<file path="config.mk">
export PLATFORM = sky130hd
export DESIGN_NAME = reg_scoreboard_flat
export DESIGN_NICKNAME = d
export VERILOG_FILES = /design/src/rtl/reg_scoreboard_pkg.sv /design/src/rtl/reg_scoreboard_if.sv /design/src/rtl/reg_scoreboard_track.sv /design/src/rtl/reg_scoreboard.sv /design/src/flat_wrapper.sv
export SDC_FILE = /design/constraint.sdc
export NUM_CORES = 1
export LEC_CHECK = 0
export ABC_AREA = 1
export CAP_MARGIN = 20
export CORE_AREA = 2 2 79 81
export CTS_CLUSTER_DIAMETER = 40
export CTS_CLUSTER_SIZE = 28
export DETAILED_ROUTE_END_ITERATION = 7
export DIE_AREA = 0 0 81 83
export PLACE_DENSITY = 0.79
export SKIP_LAST_GASP = 1
export SLEW_MARGIN = 20
export SYNTH_ARGS = -nofsm -noshare
export SYNTH_HDL_FRONTEND = slang
export SYNTH_HIERARCHICAL = 1
export SYNTH_SLANG_ARGS = --single-unit
</file>
<file path="constraint.sdc">
create_clock -name clk -period 2.2 [get_ports clk]
set_input_delay 0.44 -clock clk [delete_from_list [all_inputs] [get_ports clk]]
set_output_delay 0.44 -clock clk [all_outputs]
set_load 0.01 [all_outputs]
</file>
<file path="src/rtl/reg_scoreboard_pkg.sv">
// ---------------------------------------------------------------------------
// arm_pkg
// Shared definitions for the ARM pipeline register scoreboard.
//   REG_W      : width of an architectural register index
//   NUM_REGS   : number of architectural registers (R0..R15, R15 = PC)
//   reg_idx_t  : register index type
//   onehot_reg : register index -> one-hot NUM_REGS-bit vector
// ---------------------------------------------------------------------------
package arm_pkg;

  localparam int REG_W    = 4;
  localparam int NUM_REGS = 16;

  typedef logic [REG_W-1:0] reg_idx_t;

  function automatic logic [NUM_REGS-1:0] onehot_reg(input reg_idx_t idx);
    logic [NUM_REGS-1:0] vec;
    vec      = '0;
    vec[idx] = 1'b1;
    return vec;
  endfunction

endpackage

</file>
<file path="src/rtl/reg_scoreboard_if.sv">
// ---------------------------------------------------------------------------
// reg_scoreboard_if
// ID-stage view of the scoreboard: the decoded instruction's write and source
// registers going in, and the stall request coming back.
//   id_valid        : ID stage holds a real instruction
//   id_wb_en        : ID instruction writes a register
//   id_dest         : ID instruction destination register
//   src1 / src2     : ID instruction source registers
//   two_src         : src2 is a real operand
//   hazard_detected : combinational stall request to IF/ID
// Modports:
//   master : ID stage (drives the instruction fields, receives the stall)
//   slave  : scoreboard
// ---------------------------------------------------------------------------
interface reg_scoreboard_if;
  import arm_pkg::*;

  logic     id_valid;
  logic     id_wb_en;
  reg_idx_t id_dest;
  reg_idx_t src1;
  reg_idx_t src2;
  logic     two_src;
  logic     hazard_detected;

  modport master (
    output id_valid, id_wb_en, id_dest, src1, src2, two_src,
    input  hazard_detected
  );

  modport slave (
    input  id_valid, id_wb_en, id_dest, src1, src2, two_src,
    output hazard_detected
  );

endinterface

</file>
<file path="src/rtl/reg_scoreboard_track.sv">
// ---------------------------------------------------------------------------
// sb_reg_track
// Pending-write tracker for a single architectural register. Holds one bit
// per pipeline stage between issue and register-file write.
//   slot_q[DEPTH-1] = write is in EXE, slot_q[0] = write is in WB.
// Ports:
//   clk      : clock
//   rst      : synchronous active-high reset, clears every slot
//   shift_en : advance the pipeline by one stage (low while frozen)
//   set      : a new write to this register issues on this edge
//   busy     : a write is still far enough from WB to require a stall
// ---------------------------------------------------------------------------
module sb_reg_track #(
  parameter int DEPTH     = 3,
  parameter int WB_BYPASS = 1
) (
  input  logic clk,
  input  logic rst,
  input  logic shift_en,
  input  logic set,
  output logic busy
);

  logic [DEPTH-1:0] slot_q;
  logic [DEPTH-1:0] slot_d;

  // Each write moves one stage closer to WB; a new issue always enters at
  // EXE, so a reissue on the same edge the old write leaves WB keeps both.
  always_comb begin
    slot_d = slot_q;
    if (shift_en) begin
      for (int k = 0; k < DEPTH - 1; k++) begin
        slot_d[k] = slot_q[k + 1];
      end
      slot_d[DEPTH-1] = set;
    end
  end

  always_ff @(posedge clk) begin
    if (rst) begin
      slot_q <= '0;
    end else begin
      slot_q <= slot_d;
    end
  end

  // With the WB bypass the register file is written in the first half of the
  // cycle, so an entry sitting in WB no longer blocks a reader.
  assign busy = |slot_q[DEPTH-1:WB_BYPASS];

endmodule

</file>
<file path="src/rtl/reg_scoreboard.sv">
// ---------------------------------------------------------------------------
// reg_scoreboard
// Per-register pending-write tracker for the 5-stage ARM pipeline. Records
// each destination register as it issues from ID, ages it through EXE, MEM
// and WB, and requests a stall while an ID source still has a write in
// flight. Also keeps a saturating count of stall cycles.
// Ports:
//   clk       : clock, all state updates on the rising edge
//   rst       : synchronous active-high reset
//   freeze    : global pipeline freeze, holds all state
//   flush     : ID-stage instruction is squashed (branch taken in EXE)
//   id        : ID-stage instruction fields and hazard_detected (slave)
//   busy_vec  : per-register in-flight flag (debug)
//   stall_cnt : saturating count of stall cycles
// ---------------------------------------------------------------------------
module reg_scoreboard #(
  parameter int NUM_REGS  = 16,
  parameter int DEPTH     = 3,
  parameter int WB_BYPASS = 1,
  parameter int CNT_W     = 16
) (
  input  logic                 clk,
  input  logic                 rst,
  input  logic                 freeze,
  input  logic                 flush,
  reg_scoreboard_if.slave      id,
  output logic [NUM_REGS-1:0]  busy_vec,
  output logic [CNT_W-1:0]     stall_cnt
);
  import arm_pkg::*;

  logic                         hazard;
  logic                         issue;
  logic [arm_pkg::NUM_REGS-1:0] dest_onehot;
  logic [NUM_REGS-1:0]          busy;
  logic [CNT_W-1:0]             stall_cnt_q;
  logic [CNT_W-1:0]             stall_cnt_d;

  // The stall depends only on current state and the ID operands; freeze and
  // flush deliberately do not mask it.
  always_comb begin
    hazard = id.id_valid & (busy[id.src1] | (id.two_src & busy[id.src2]));
  end

  // A stalled, frozen or squashed instruction must not reserve its target.
  always_comb begin
    issue       = id.id_valid & id.id_wb_en & ~hazard & ~freeze & ~flush;
    dest_onehot = onehot_reg(id.id_dest);
  end

  for (genvar r = 0; r < NUM_REGS; r++) begin : g_track
    sb_reg_track #(
      .DEPTH     (DEPTH),
      .WB_BYPASS (WB_BYPASS)
    ) u_track (
      .clk      (clk),
      .rst      (rst),
      .shift_en (~freeze),
      .set      (issue & dest_onehot[r]),
      .busy     (busy[r])
    );
  end

  // Frozen cycles are not stalls caused by this block, so they are not
  // counted; the counter sticks at all-ones rather than wrapping.
  always_comb begin
    stall_cnt_d = stall_cnt_q;
    if (hazard && !freeze && (stall_cnt_q != '1)) begin
      stall_cnt_d = stall_cnt_q + 1'b1;
    end
  end

  always_ff @(posedge clk) begin
    if (rst) begin
      stall_cnt_q <= '0;
    end else begin
      stall_cnt_q <= stall_cnt_d;
    end
  end

  assign id.hazard_detected = hazard;
  assign busy_vec           = busy;
  assign stall_cnt          = stall_cnt_q;

endmodule
</file>
<file path="src/flat_wrapper.sv">
// flat-port wrapper written by rule: the top's interface ports become plain ports
module reg_scoreboard_flat import arm_pkg::*;
#(
  parameter int NUM_REGS  = 16,
  parameter int DEPTH     = 3,
  parameter int WB_BYPASS = 1,
  parameter int CNT_W     = 16
)
  (clk, rst, freeze, flush, busy_vec, stall_cnt, id_id_valid, id_id_wb_en, id_id_dest, id_src1, id_src2, id_two_src, id_hazard_detected);
  reg_scoreboard_if id_i ();
  input  logic clk;
  input  logic rst;
  input  logic freeze;
  input  logic flush;
  output logic [NUM_REGS-1:0] busy_vec;
  output logic [CNT_W-1:0] stall_cnt;
  input wire logic [$bits(id_i.id_valid)-1:0] id_id_valid;
  input wire logic [$bits(id_i.id_wb_en)-1:0] id_id_wb_en;
  input wire logic [$bits(id_i.id_dest)-1:0] id_id_dest;
  input wire logic [$bits(id_i.src1)-1:0] id_src1;
  input wire logic [$bits(id_i.src2)-1:0] id_src2;
  input wire logic [$bits(id_i.two_src)-1:0] id_two_src;
  output wire logic [$bits(id_i.hazard_detected)-1:0] id_hazard_detected;
  assign id_i.id_valid = id_id_valid;
  assign id_i.id_wb_en = id_id_wb_en;
  assign id_i.id_dest = id_id_dest;
  assign id_i.src1 = id_src1;
  assign id_i.src2 = id_src2;
  assign id_i.two_src = id_two_src;
  assign id_hazard_detected = id_i.hazard_detected;
  reg_scoreboard #(.NUM_REGS(NUM_REGS), .DEPTH(DEPTH), .WB_BYPASS(WB_BYPASS), .CNT_W(CNT_W)) u_core (.clk(clk), .rst(rst), .freeze(freeze), .flush(flush), .id(id_i), .busy_vec(busy_vec), .stall_cnt(stall_cnt));
endmodule
</file>
==> qor.txt <==
Outcome: finished clean
Cell Chain, Critical Path: or2_4, inv_2, nand2_1, o21ai_1, nand2_1, nand3_1, nand3_2, nand2_2, nand2_4, nand2_2, inv_2, buf_6
Via count: 3202
Syn. warnings: 6
GR Layer Usage met1: 0.297
Multi-input logic area: 1670 µm²
Post-route clock skew: 6.98 ps
Flop2flop setup slack: 220 ps
Final RePlAce weighted congestion: 0.878
Post-route minimum period: 2120 ps
Total CTS buffers: 5
CTS tree: done
Syn_nets: 532
Pwr Total: 0.00199 W
Tcrit/Tclk final: 0.963
Most common cell in the netlist: nand2_1
Crit path launch type: register
Via density: 4.78
Mean routed wirelength per cell: 11.1 µm
Kind of critical path: reg2out
GRT Overall Usage: 0.231
Crit path capture type: output port
Top cells by area, synth: dfxtp_1, nand2_1, inv_1
Final setup fails: 0
Max cap viols: 0
Post-synthesis register bit count: 48
Area grow syn2layout: 30.7%
DRC: 0
Worst-path clk slew: 90 ps
GRT overflow: 0
Number of synthesized flops with an enable pin: 0
Synthesized area: 3070 µm²
Seq/Total Area, Yosys: 0.313
Worst VDD drop: 0.288 mV
First-pass GRT wire length: 12.7 mm
Layout cells sized above 1: 0.166
Ys flop type: dfxtp_1
IO Pins: 52
Slew Viols, Final: 0
Antenna-violating nets left: 0
Die Footprint: 6720 µm²
Fin. Hold Viols: 0
WP buf/inv: 3
ANT cells: 0
Die Y-Extent: 83 µm
Worst-Margin Slew: 343 ps
Crit-path leading delay family: simple AND/OR/NAND/NOR gates
GR met3 Demand/Resource: 0.0478
Clk sinks: 48
Starting Density: 0.527
WL final: 7.45 mm
Hold crit path type: reg2reg
Required time of the critical path: 1760 ps
Critical-path top delay cell: dfxtp_1
Static leakage power: 2.04 nW
Global route hottest layer: met2
Crit path arrival time: 1680 ps
Fillers: 525
Initial DRC count: 174
Clock H-tree levels: 2
Max_slew headroom: 0.771
Skew-Pair Late Insertion Delay: 310 ps
Clock Tree Buf Depth: 2
DPL Wire Length: 5.57 mm
Setup TNS: 0 ps
Placed cells: 660
Fin cells: 670
Root Buffer: clkbuf_8
Post-synth top cells: nand2_1, inv_1, nor2_1
Storage cell area: 967 µm²
Crit Path Max Fanout: 2
Cell taking the most area after synthesis: dfxtp_1
Post-CTS Hold Fix Bufs: 0
Post-synth top area share: 0.313
Pin count of the biggest net entering global routing: 33
Rows: 28
GR met2 Demand/Resource: 0.387
Port bufs: 51
Netlist cell types: 26
Avg Cell Area, Syn: 5.99 µm²
Fin nets: 614
P per Cell Area: 495 nW/µm²
Fmax: 0.472 GHz
Asr flop ratio synth: 0
Initial DRT Pass Iterations: 5
Antenna violations before repair: 0
Core area: 5820 µm²
Die width: 81 µm
CP peak stage delay: 320 ps
Gate Count Post-Synth: 512
Vias in the first global route: 2997
==> final cells by class <==
type / count / area share
multi-input cells: 344 / 0.418
flip-flops and latches: 48 / 0.241
repair buffers: 82 / 0.186
inverters: 113 / 0.107
well taps: 75 / 0.0234
clock buffers: 6 / 0.0206
clock inverters: 2 / 0.00343
==> registers in the layout (all words and copies together), names as in the netlist <==
signal and flops:
u_core/stall_cnt 16, u_core/g_track.u_track/slot_q 32
==> worst min-delay path: stages, from the launching register on <==
cell	delay, ps
dfxtp_2	330
nor2_1	50
nor2_2	80
==> cell usage in the layout (no fill, tap or decap) <==
| cell type | count |
|---|---|
| o211ai_1 | 2 |
| nand2_2 | 4 |
| or2_1 | 8 |
| nand2_4 | 1 |
| buf_6 | 3 |
| a21oi_1 | 2 |
| nor2_1 | 85 |
| nand4_1 | 12 |
| dfxtp_1 | 43 |
| o21bai_1 | 10 |
| nand3_2 | 4 |
| clkdlybuf4s50_1 | 46 |
| nand2_1 | 140 |
| dlygate4sd2_1 | 4 |
| xor2_1 | 1 |
| or2_4 | 8 |
| clkbuf_8 | 6 |
| nand4_2 | 8 |
| o21ai_2 | 1 |
| buf_4 | 29 |
| o21ai_1 | 5 |
| nor3_1 | 15 |
| nand3b_1 | 1 |
| nor2_2 | 19 |
| clkinv_2 | 1 |
| nand4_4 | 1 |
| dfxtp_2 | 5 |
| inv_1 | 105 |
| nand3_1 | 16 |
| inv_6 | 1 |
| ha_1 | 1 |
| inv_2 | 6 |
| inv_4 | 2 |
==> kinds of logic after synthesis <==
| logic type | after synthesis | synth area share |
|---|---|---|
| simple gates | 322 | 0.479 |
| buf+inv | 120 | 0.158 |
| flops | 48 | 0.313 |
| compound gates | 20 | 0.0424 |
| xor+xnor | 1 | 0.00286 |
| fa+ha+maj | 1 | 0.00408 |
==> power breakdown <==
group / internal (W) / switching [W]
sequential: 0.000905 / 0.0000220
clock: 0.000258 / 0.000314
combinational: 0.000228 / 0.000259
total: 0.00139 / 0.000595
==> final timing paths <==
| path | start | to | cells past startpoint |
|---|---|---|---|
| hold / removal | u_core/g_track[11].u_track/slot_q[1]$_SDFFE_PP0P_ | u_core/g_track[11].u_track/slot_q[1]$_SDFFE_PP0P_ | 2 |
| hold reg to reg | u_core/g_track[11].u_track/slot_q[1]$_SDFFE_PP0P_ | u_core/g_track[11].u_track/slot_q[1]$_SDFFE_PP0P_ | 2 |
| setup reg to reg | u_core/g_track[15].u_track/slot_q[1]$_SDFFE_PP0P_ | u_core/g_track[0].u_track/slot_q[2]$_SDFFE_PP0P_ | 16 |
| setup / recovery | u_core/g_track[15].u_track/slot_q[1]$_SDFFE_PP0P_ | id_hazard_detected | 12 |
==> metal layers <==
layer / up-vias / share of wire
met5: - / 0
met4: 0 / 0.012
met3: 9 / 0.048
met2: 72 / 0.49
met1: 1429 / 0.45
li1: 1692 / -
==> repair_timing <==
| item | in CTS | in global routing |
|---|---|---|
| buffers inserted | 1 | 0 |
| resized for setup | 16 | 30 |
| endpoints found under the setup margin | 1 | 3 |
| pin swaps | 2 | 12 |
| gates cloned | 1 | 0 |
==> metrics by stage <==
step	util	hold WS [ps]	setup slack (ps)	cell area (µm²)
2_1_floorplan	-	455	356	3070
3_3_place_gp	0.658	464	-554	3830
3_5_place_dp	0.658	468	-558	3830
4_1_cts	0.678	492	23.8	3940
5_1_grt	0.689	521	-8.60	4010
6_report	0.689	492	81.9	4010
Power figures use the tool's default switching activity.
